==> src/rtl/param_rr_arbitor.sv <==
// Round-robin arbiter: grants one requester at a time, searching upward from a
// rotating pointer, with optional forced release after TIMEOUT_CYCLES of hold.
module param_rr_arbitor #(
    parameter int  SLAVE_COUNT    = 4,
    parameter int  TIMEOUT_CYCLES = 0,
    localparam int IDW            = (SLAVE_COUNT > 1) ? $clog2(SLAVE_COUNT) : 1
) (
    input  logic                   clock,
    input  logic                   aresetn,
    input  logic [SLAVE_COUNT-1:0] request,
    input  logic [SLAVE_COUNT-1:0] done,
    output logic [SLAVE_COUNT-1:0] grant,
    output logic                   grant_valid,
    output logic [IDW-1:0]         grant_id,
    output logic                   timeout,
    output logic                   fsm_state
);

    localparam int  CNTW_RAW = $clog2(TIMEOUT_CYCLES + 1);
    localparam int  CNTW     = (CNTW_RAW < 1) ? 1 : CNTW_RAW;
    localparam int  LAST_I   = (TIMEOUT_CYCLES > 0) ? TIMEOUT_CYCLES - 1 : 0;
    localparam bit  TMO_EN   = (TIMEOUT_CYCLES > 0);

    localparam logic [CNTW-1:0]        HOLD_LAST = CNTW'(LAST_I);
    localparam logic [IDW-1:0]         LAST_ID   = IDW'(SLAVE_COUNT - 1);
    localparam logic [IDW:0]           COUNT_W   = (IDW + 1)'(SLAVE_COUNT);
    localparam logic [SLAVE_COUNT-1:0] ONE_HOT0  = SLAVE_COUNT'(1);

    typedef enum logic {IDLE = 1'b0, BUSY = 1'b1} state_t;

    state_t                     state;
    logic [IDW-1:0]             ptr;
    logic [CNTW-1:0]            hold_cnt;

    logic [2*SLAVE_COUNT-1:0]   req2;
    logic [SLAVE_COUNT-1:0]     rot;
    logic                       sel_found;
    logic [IDW-1:0]             sel_id;
    logic [IDW:0]               sum;
    logic                       normal_rel;
    logic                       forced_rel;

    // Debug view of the FSM: 1 while a grant is being held.
    assign fsm_state = (state == BUSY);

    // Rotate requests so bit 0 is the requester at ptr, then take the lowest set bit.
    assign req2 = {request, request};
    assign rot  = SLAVE_COUNT'(req2 >> ptr);

    always_comb begin
        sel_found = 1'b0;
        sel_id    = '0;
        sum       = '0;
        for (int i = 0; i < SLAVE_COUNT; i++) begin
            if (!sel_found && rot[i]) begin
                sel_found = 1'b1;
                sum       = {1'b0, ptr} + (IDW + 1)'(i);
                if (sum >= COUNT_W) begin
                    sum = sum - COUNT_W;
                end
                sel_id = sum[IDW-1:0];
            end
        end
    end

    // grant is one-hot while BUSY, so masking picks out the holder's own bits.
    assign normal_rel = (|(done & grant)) || !(|(request & grant));
    assign forced_rel = TMO_EN && (hold_cnt == HOLD_LAST);

    always_ff @(posedge clock) begin
        if (!aresetn) begin
            state       <= IDLE;
            ptr         <= '0;
            grant       <= '0;
            grant_valid <= 1'b0;
            grant_id    <= '0;
            timeout     <= 1'b0;
            hold_cnt    <= '0;
        end else begin
            timeout <= 1'b0;
            case (state)
                IDLE: begin
                    if (sel_found) begin
                        state       <= BUSY;
                        grant       <= ONE_HOT0 << sel_id;
                        grant_valid <= 1'b1;
                        grant_id    <= sel_id;
                        hold_cnt    <= '0;
                    end
                end
                BUSY: begin
                    if (normal_rel || forced_rel) begin
                        state       <= IDLE;
                        grant       <= '0;
                        grant_valid <= 1'b0;
                        grant_id    <= '0;
                        hold_cnt    <= '0;
                        timeout     <= !normal_rel;
                        ptr         <= (grant_id == LAST_ID) ? '0 : grant_id + IDW'(1);
                    end else if (TMO_EN) begin
                        hold_cnt <= hold_cnt + CNTW'(1);
                    end
                end
                default: state <= IDLE;
            endcase
        end
    end

endmodule

==> config.mk <==
export PLATFORM = sky130hd
export DESIGN_NAME = param_rr_arbitor
export DESIGN_NICKNAME = d
export VERILOG_FILES = /design/src/rtl/param_rr_arbitor.sv
export SDC_FILE = /design/constraint.sdc
export NUM_CORES = 1
export LEC_CHECK = 0
export BUFFER_PORTS_ARGS = -buffer_cell sky130_fd_sc_hd__buf_2
export CORE_AREA = 3 3 40 42
export CTS_BUF_LIST = sky130_fd_sc_hd__clkbuf_8
export CTS_CLUSTER_SIZE = 40
export DETAILED_ROUTE_END_ITERATION = 16
export DIE_AREA = 0 0 43 45
export PLACE_DENSITY = 0.69
export SYNTH_ARGS = -nofsm -noshare
export SYNTH_HDL_FRONTEND = slang
export SYNTH_SLANG_ARGS = --single-unit
==> constraint.sdc <==
create_clock -name clock -period 1.3 [get_ports clock]
set_input_delay 0.195 -clock clock [delete_from_list [all_inputs] [get_ports clock]]
set_output_delay 0.195 -clock clock [all_outputs]
set_load 0.01 [all_outputs]
==> After elaboration in Yosys (flattened, before gate mapping) <==
Index checks and enable logic that the tools add are counted.
{ "totals": {"inputBits": 10, "register_bits": 11, "output_inout_bits": 9} }
{ "op_classes": {"n_eq_ne": 3, "n_addsub": 8, "n_shift": 2, "n_lt_le_gt_ge": 4, "mux": 25, "reduce_logical": 14, "bitwise_logic": 3} }
{ "ops": {"columns": ["cell", "n"], "rows": [
  ["2-to-1 mux 2 bit", 11],
  ["greater-or-equal comparator 3 bit, second input constant", 3],
  ["bitwise AND 4 bit", 2],
  ["2-to-1 mux 1 bit", 8],
  ["2-to-1 mux 4 bit", 2],
  ["one-hot mux 4 bit (2 select lines)", 1],
  ["OR reduction 4 bit", 2],
  [">> shifter 8 x 2 -> 4 bit", 1],
  ["subtractor 2 x 1 -> 2 bit, second input constant", 4],
  ["adder 2 x 2 -> 3 bit, second input constant", 2],
  ["logical NOT 1 bit", 5],
  ["one-hot mux 1 bit (2 select lines)", 2],
  ["one-hot mux 2 bit (2 select lines)", 1],
  ["AND reduction 2 bit", 2],
  ["left shift 1 x 2 -> 4 bit, first input constant", 1],
  ["adder 2 x 1 -> 3 bit, second input constant", 1],
  ["greater-or-equal comparator 2 x 3 -> 1 bit, second input constant", 1],
  ["logical AND 1 bit", 3],
  ["AND reduction 3 bit", 1],
  ["adder 2 x 1 -> 2 bit, second input constant", 1],
  ["equality test 2 bit, second input constant", 1],
  ["inequality test 2 x 1 -> 1 bit, second input constant", 1],
  ["inequality test 2 bit, second input constant", 1],
  ["logical OR 1 bit", 1],
  ["inverter 1 bit", 1]
]} }

==> Depth between registers and ports, before layout <==
Gate-level depths: netlist of run 1.
{ "depth": {"word_depth": 14, "depth_mapped": 6, "depth_no_buf": 5} }

==> Worst setup path before layout of run 1 <==
No wires, ideal clock.
{ "synth_timing": {"path_type": "register to register", "startpoint": "reg grant[1]", "endpoint": "reg ptr[1]", "setup_time_ps": 116, "arrival_time_ps": 1197, "slack_ps": -13, "synth_period_minus_slack_ps": 1313, "path_stages_with_launch": 6, "path_cell_list": "dfxtp_1 -> a22o_1 -> a211oi_1 -> nand2b_4 -> mux2i_1 -> nor2b_1"} }
{ "synth_between": {"elab_chain_len": 5, "elab_cells_between_ends": 7} }
{ "synth_lines": {"columns": ["item", "line", "rtl"], "rows": [
  ["start: declaration", "12", "output logic [SLAVE_COUNT-1:0] grant,"],
  ["start signal: assignment", "85", "grant <= ONE_HOT0 << sel_id;"],
  ["bitwise AND 4 bit", "67", "assign normal_rel = (|(done & grant)) || !(|(request & grant));"],
  ["OR reduction 4 bit", "67", null],
  ["logical NOT 1 bit", "67", null],
  ["logical OR 1 bit *", "67", null],
  ["AND reduction 2 bit (no line) *", null, null],
  ["end signal: assignment", "99", "ptr <= (grant_id == LAST_ID) ? '0 : grant_id + IDW'(1);"],
  ["end: declaration", "32", "logic [IDW-1:0] ptr;"]
]} }
Every way passes the cells marked *; elsewhere a longest branch is shown, timed or not.
A chain may end at the register's enable or synchronous reset.

==> Worst setup path after layout of run 1 <==
{ "layout_timing": {"startpoint": "reg ptr[1]", "endpoint": "reg grant_id[0]"} }
{ "layout_between": {"elab_chain_len": 13, "elab_cells_between_ends": 30} }
{ "layout_lines": {"columns": ["item", "line", "rtl"], "rows": [
  ["parallel branches: the longest is 13 deep, another holds adder 2 x 1 -> 3 bit", null, null],
  ["end signal: assignment", "87", "grant_id <= sel_id;"],
  ["end: declaration", "14", "output logic [IDW-1:0] grant_id,"]
]} }
Parallel ways; which one is timed is not known. The select of a mux whose other input is x is not followed.

==> out/qor.csv, run 1 <==
stage;metric;value;unit
timing;crit share post-route;1.05;
drt;WL final;1470;um
critical_path;CP max FO;4;
placement;Area after DPL;749;sq um
logic_synthesis;FFs w/ async S/R, synth;0;
clocking;Clock Sinks;11;
logic_synthesis;Primary FF master, synth;dfxtp_1;
placement;dpl ws;-0.0797;ns
critical_path;WP data required;1.48;ns
final_layout;Final Net Count;108;
die;Ports;19;
drt;DRC;0;
logic_synthesis;Unique masters post-synth;30;
logic_synthesis;top cells by area, synth;dfxtp_1, nor2b_1, nor4b_4;
clocking;CTS tree;built;
die;die area;0.00194;sq mm
timing;unrepaired setup endpoints after global routing;yes;
clocking;Clock transition at path regs;0.05;ns
global_route;initial antenna violation count;0;
placement;Detail Placement HPWL;1040;um
power_and_ir_drop;power per cell area;1160;mW/mm^2
power_and_ir_drop;leakage;0.401;nW
timing;# setup viols final;6;
die;Chip Width;43;um
global_route;met3 usage;0.0478;
drt;First DRT Iteration DRCs;2;
placement;port bufs;18;
logic_synthesis;yosys warns;0;
logic_synthesis;top-count cell post-synth;dfxtp_1;
logic_synthesis;area leader, netlist;dfxtp_1;
critical_path;Worst path max stage delay;0.38;ns
critical_path;critical path endpoint category;flop;
global_route;first-pass GRT wire length;2510;um
logic_synthesis;mapped cell area;568;sq um
timing;Fmax;736;MHz
clocking;Worst-Skew Late Latency;0.24;ns
clocking;CTS Buffer Depth;2;
placement;GP Congestion;0.782;
outcome;status;finished, violations left;
critical_path;Top cell by count, worst path;buf_4;
timing;final hold viol count;0;
critical_path;arrival time worst endpoint;1.54;ns
hold_path;hold crit path type;in2reg;
drt;iteration count of the initial detailed-routing pass;2;
logic_synthesis;#FFs+latches synth;11;
global_route;vias in the first global route;578;
critical_path;critical path's slowest cell;nor4b_4;
die;Die Height;45;um
clocking;total CTS buffers;3;
clocking;root buffer cell;clkbuf_8;
critical_path;kind of critical path;reg2reg;
drt;Routed wire per std cell;13.2;um
global_route;GRT met2 Usage;0.332;
global_route;GRT Max-Usage Layer;met2;
final_layout;design area;848;sq um
drt;ANT nets after route;0;
clocking;CTS Hold Bufs;0;
final_layout;# diodes;0;
drt;Vias/cell;5.28;
logic_synthesis;Yosys top cell area share;0.388;
logic_synthesis;Syn Area/Cell;9.16;sq um
logic_synthesis;most frequent cells after synthesis;dfxtp_1, nand2_1, nor2_1;
global_route;largest net degree at the start of global routing;12;
final_layout;layout cells sized above 1;0.521;
clocking;htree depth;1;
drt;Vias;586;
critical_path;crit path cell chain;buf_4 > nand2_1 > nor2_1 > nor4b_4 > buf_4 > a21oi_2 > nor2b_1;
outcome;violated checks;negative setup slack;
global_route;GR Layer Usage met1;0.185;
die;# rows;13;
timing;Tmin final;1.36;ns
global_route;GR Util All Layers;0.181;
logic_synthesis;Net Count, Synth;73;
critical_path;delay-heaviest family, CP;simple AND/OR/NAND/NOR gates;
job;Max-Cap Viols;0;
final_layout;Layout area overhead;49.3;%
global_route;grt ovf;0;
critical_path;CP Buf/Inv Count;2;
timing;final setup margin;-0.0589;ns
die;core area;0.00128;sq mm
timing;Final Skew;0.00396;ns
critical_path;CP startpoint kind;flop;
power_and_ir_drop;Worst VDD drop;0.533;mV
logic_synthesis;EDFF count, synth;0;
logic_synthesis;sequential share of the synthesized area;0.388;
logic_synthesis;synthesized netlist cell count;62;
die;Starting Density;0.442;
timing;count of pins over their slew limit;0;
[repair_timing]
item	in CTS	in global routing
setup endpoints to repair	6	10
pin swaps	5	3
setup buffers	3	0
gates resized for setup	7	4
[final cells by class]
type                            instances  area (sq um)
Sequential cell                        11           224
Clock buffer                            3          41.3
Timing Repair Buffer                   32           195
Clock inverter                          1          3.75
Tap cell                               15          18.8
Multi-Input combinational cell         48           362
Inverter                                1          3.75
Fill cell                             108           437
[cells by family after synthesis]
| kind of cell | share of synthesized area |
|---|---|
| AO/OA/AOI/OAI | 0.264 |
| adder cells (fa/ha/maj) | 0.0220 |
| buffers and inverters | 0.0330 |
| flip-flops | 0.388 |
| multiplexers | 0.0352 |
| other | 0.00660 |
| AND/OR/NAND/NOR | 0.251 |
[cell usage in the layout, fill, tap and decap left out, types with 2 or more instances in the layout]
master / instances
a21oi_1: 3
a22o_1: 2
a22oi_2: 3
buf_2: 18
buf_4: 14
clkbuf_8: 3
dfxtp_1: 8
dfxtp_2: 3
inv_1: 2
mux2i_1: 2
nand2_1: 6
nand3_1: 2
nor2_1: 5
nor2b_1: 4
o21ai_1: 2
[where the power goes]
| part | internal [mW] | switching, mW |
|---|---|---|
| combinational | 0.131 | 0.122 |
| clock | 0.208 | 0.132 |
| sequential | 0.367 | 0.0231 |
[worst reg2reg max path, delay by kind of cell, from the launching register on]
family,cells,cell delay [ns]
AND/OR/NAND/NOR,4,0.60
flip-flops,1,0.33
buffers and inverters,2,0.33
AO/OA/AOI/OAI,1,0.03
[worst paths after layout]
kind	slack (ns)	endpoint	start	cells after the start
worst min register to register	0.48	grant_valid	grant_valid	2
worst max-delay path	-0.06	grant_id[0]	ptr[1]	7
worst max register to register	-0.06	grant_id[0]	ptr[1]	7
worst min-delay path	0.29	grant[0]	aresetn	3
[metrics by stage]
step	hold slack [ns]	total power [mW]	setup TNS [ns]	util	std cells
2_1_floorplan	0.335	0.519	0	-	62
3_3_place_gp	0.448	0.613	-0.182	0.583	104
3_5_place_dp	0.457	0.618	-0.346	0.583	104
4_1_cts	0.295	0.983	-0.274	0.651	111
5_1_grt	0.308	1.04	-0.959	0.660	111
6_report	0.292	0.983	-0.208	0.660	111
[registers in the layout, summed over array words and instances, names as in the netlist]
| name | flops |
|---|---|
| grant_id | 2 |
| ptr | 2 |
| fsm_state | 1 |
| timeout | 1 |
| grant | 4 |
| grant_valid | 1 |
[per-layer routing]
layer / routed length [um] / share of wire
met5: 0 / 0
met4: 40 / 0.027
met3: 61 / 0.042
met2: 716 / 0.49
met1: 651 / 0.44
Power figures use the tool's default switching activity.
==> run 2: changes to the inputs <==
Settings changed: PLACE_DENSITY 0.69 to 0.66.
Clock period 1.3 ns to 1.5 ns, I/O delays scaled along.
==> run 2 against run 1 <==
- the flow now finishes without violations
- routed wire length down 14%
- non-clock buffer count decreased by 13
- sequential share of layout area up 4.3 points
- largest cell class unchanged
==> out/qor.csv, run 2 (same netlist as run 1, synthesis figures left out) <==
stage;metric;value;unit;change
job;Max-Cap Viols;0;;unchanged
die;Die Height;45;um;unchanged
drt;max layer used;met4;;
placement;port bufs;18;;unchanged
drt;Vias/cell;5.26;;-0.46%
global_route;first-pass GRT wire length;2100;um;-16%
critical_path;critical path's slowest cell;dfxtp_2;;
die;core area;0.00128;sq mm;unchanged
final_layout;Regs by FF count;grant x4, grant_id x2, ptr x2;;
critical_path;WP data required;1.68;ns;+0.20 ns
final_layout;Final Net Count;95;;-12%
timing;smallest hold slack;0.321;ns;+0.0288 ns
clocking;total CTS buffers;3;;unchanged
critical_path;arrival time worst endpoint;1.53;ns;about the same
power_and_ir_drop;power per cell area;1090;mW/mm^2;-5.6%
critical_path;CP max FO;7;;+3
timing;Tmin final;1.36;ns;-0.00356 ns
timing;Final Skew;0.000420;ns;-0.00354 ns
critical_path;CP startpoint kind;flop;;
hold_path;hold crit path type;in2reg;;
timing;final hold viol count;0;;unchanged
clocking;Clock Sinks;11;;unchanged
final_layout;highest-count cells in the layout ignoring fill and taps;buf_2, dfxtp_1, nor2_1, nand2_1;;
clocking;htree depth;1;;unchanged
critical_path;delay-heaviest family, CP;simple AND/OR/NAND/NOR gates;;
critical_path;kind of critical path;reg2reg;;
clocking;CTS Hold Bufs;0;;unchanged
critical_path;critical path endpoint category;flop;;
die;Chip Width;43;um;unchanged
timing;crit share post-route;0.904;;-0.142
timing;count of pins over their slew limit;0;;unchanged
timing;Final TNS setup;0;ns;+0.208 ns
global_route;vias in the first global route;474;;-18%
clocking;# Post-CTS Setup Buffers;0;;-3
drt;DR WL met2;523;um;-27%
global_route;initial antenna violation count;0;;unchanged
drt;WL final;1260;um;-14%
critical_path;CP Buf/Inv Count;0;;-2
clocking;Clock transition at path regs;0.05;ns;about the same
clocking;CTS tree;built;;
final_layout;Top reg by flops;grant;;
global_route;largest net degree at the start of global routing;12;;unchanged
drt;Met3 Wirelength;83;um;+36%
power_and_ir_drop;leakage;0.326;nW;-19%
clocking;PostCTS Resize Cnt;0;;-7
drt;ANT nets after route;0;;unchanged
clocking;root buffer cell;clkbuf_8;;
drt;Vias;515;;-12%
die;Starting Density;0.442;;unchanged
final_layout;# diodes;0;;unchanged
drt;WL met1;625;um;-4.0%
outcome;status;completed;;
timing;# setup viols final;0;;-6
clocking;Worst-Skew Late Latency;0.24;ns;about the same
placement;GP Congestion;0.716;;-8.5%
global_route;GR Util All Layers;0.150;;-0.0312
final_layout;max reg flops;4;;unchanged
final_layout;Layout area overhead;27.1;%;
drt;First DRT Iteration DRCs;6;;+4
die;Ports;19;;unchanged
timing;Fmax;738;MHz;+0.26%
final_layout;most common cell after layout, fill and taps aside;buf_2;;
die;# rows;13;;unchanged
critical_path;Worst path max stage delay;0.39;ns;about the same
drt;DRC;0;;unchanged
drt;iteration count of the initial detailed-routing pass;4;;+2
timing;unrepaired setup endpoints after global routing;no;;
power_and_ir_drop;Worst VDD drop;0.621;mV;+17%
clocking;CTS Buffer Depth;2;;unchanged
global_route;grt ovf;0;;unchanged
die;die area;0.00194;sq mm;unchanged
final_layout;layout cells sized above 1;0.361;;-0.159
placement;Detail Placement HPWL;968;um;-7.4%
drt;Routed wire per std cell;12.8;um;-3.2%
critical_path;crit path cell chain;nand2b_1 > a21oi_1 > nor4b_4 > o221ai_2 > a21boi_2;;
[run 2: cell types whose count changed in the layout (fill, tap and decap cells not counted), sizes merged]
cell,delta
buf,-13
clkinv,+1
inv,-1
[run 2: cell type report]
| class | count | area, sq um |
|---|---|---|
| Fill cell | 127 | 563 |
| Multi-Input combinational cell | 48 | 334 |
| Sequential cell | 11 | 221 |
| Timing Repair Buffer | 19 | 97.6 |
| Clock buffer | 3 | 41.3 |
| Tap cell | 15 | 18.8 |
| Clock inverter | 1 | 5.00 |
| Inverter | 1 | 3.75 |
[run 2: worst paths after layout]
check | from | to | slack, ns | cells past startpoint
worst max-delay path | ptr[1] | grant[3] | 0.14 | 5
worst min-delay path | aresetn | fsm_state | 0.32 | 3
worst max register to register | ptr[1] | grant[3] | 0.14 | 5
worst min register to register | grant_valid | grant_valid | 0.47 | 2
[run 2: power breakdown]
| part | total (mW) | switching [mW] | internal [mW] |
|---|---|---|---|
| sequential | 0.342 | 0.0239 | 0.318 |
| clock | 0.292 | 0.110 | 0.182 |
| combinational | 0.157 | 0.0820 | 0.0748 |
| total | 0.790 | 0.216 | 0.575 |
[run 2: metrics by stage]
| step | util | cells | area [sq um] | total power [mW] | setup WS [ns] |
|---|---|---|---|---|---|
| finish | 0.562 | 98 | 722 | 0.790 | 0.145 |
| CTS | 0.557 | 98 | 716 | 0.799 | 0.00423 |
| detailed placement | 0.521 | 94 | 669 | 0.502 | 0.0192 |
| global route | 0.562 | 98 | 722 | 0.838 | 0.0159 |
| floorplan | - | 62 | 568 | 0.448 | 0.187 |
| global placement | 0.521 | 94 | 669 | 0.501 | 0.0307 |
[run 2: worst reg2reg max path: stages (launching register included)]
cell	delay, ns
dfxtp_2	0.39
nand2b_1	0.12
a21oi_1	0.11
nor4b_4	0.36
o221ai_2	0.16
a21boi_2	0.15
[run 2: layer usage]
| metal | vias up | track usage |
|---|---|---|
| li1 | 266 | - |
| met5 | - | 0 |
| met2 | 13 | 0.201 |
| met4 | 0 | 0.108 |
| met1 | 232 | 0.201 |
| met3 | 4 | 0.0478 |
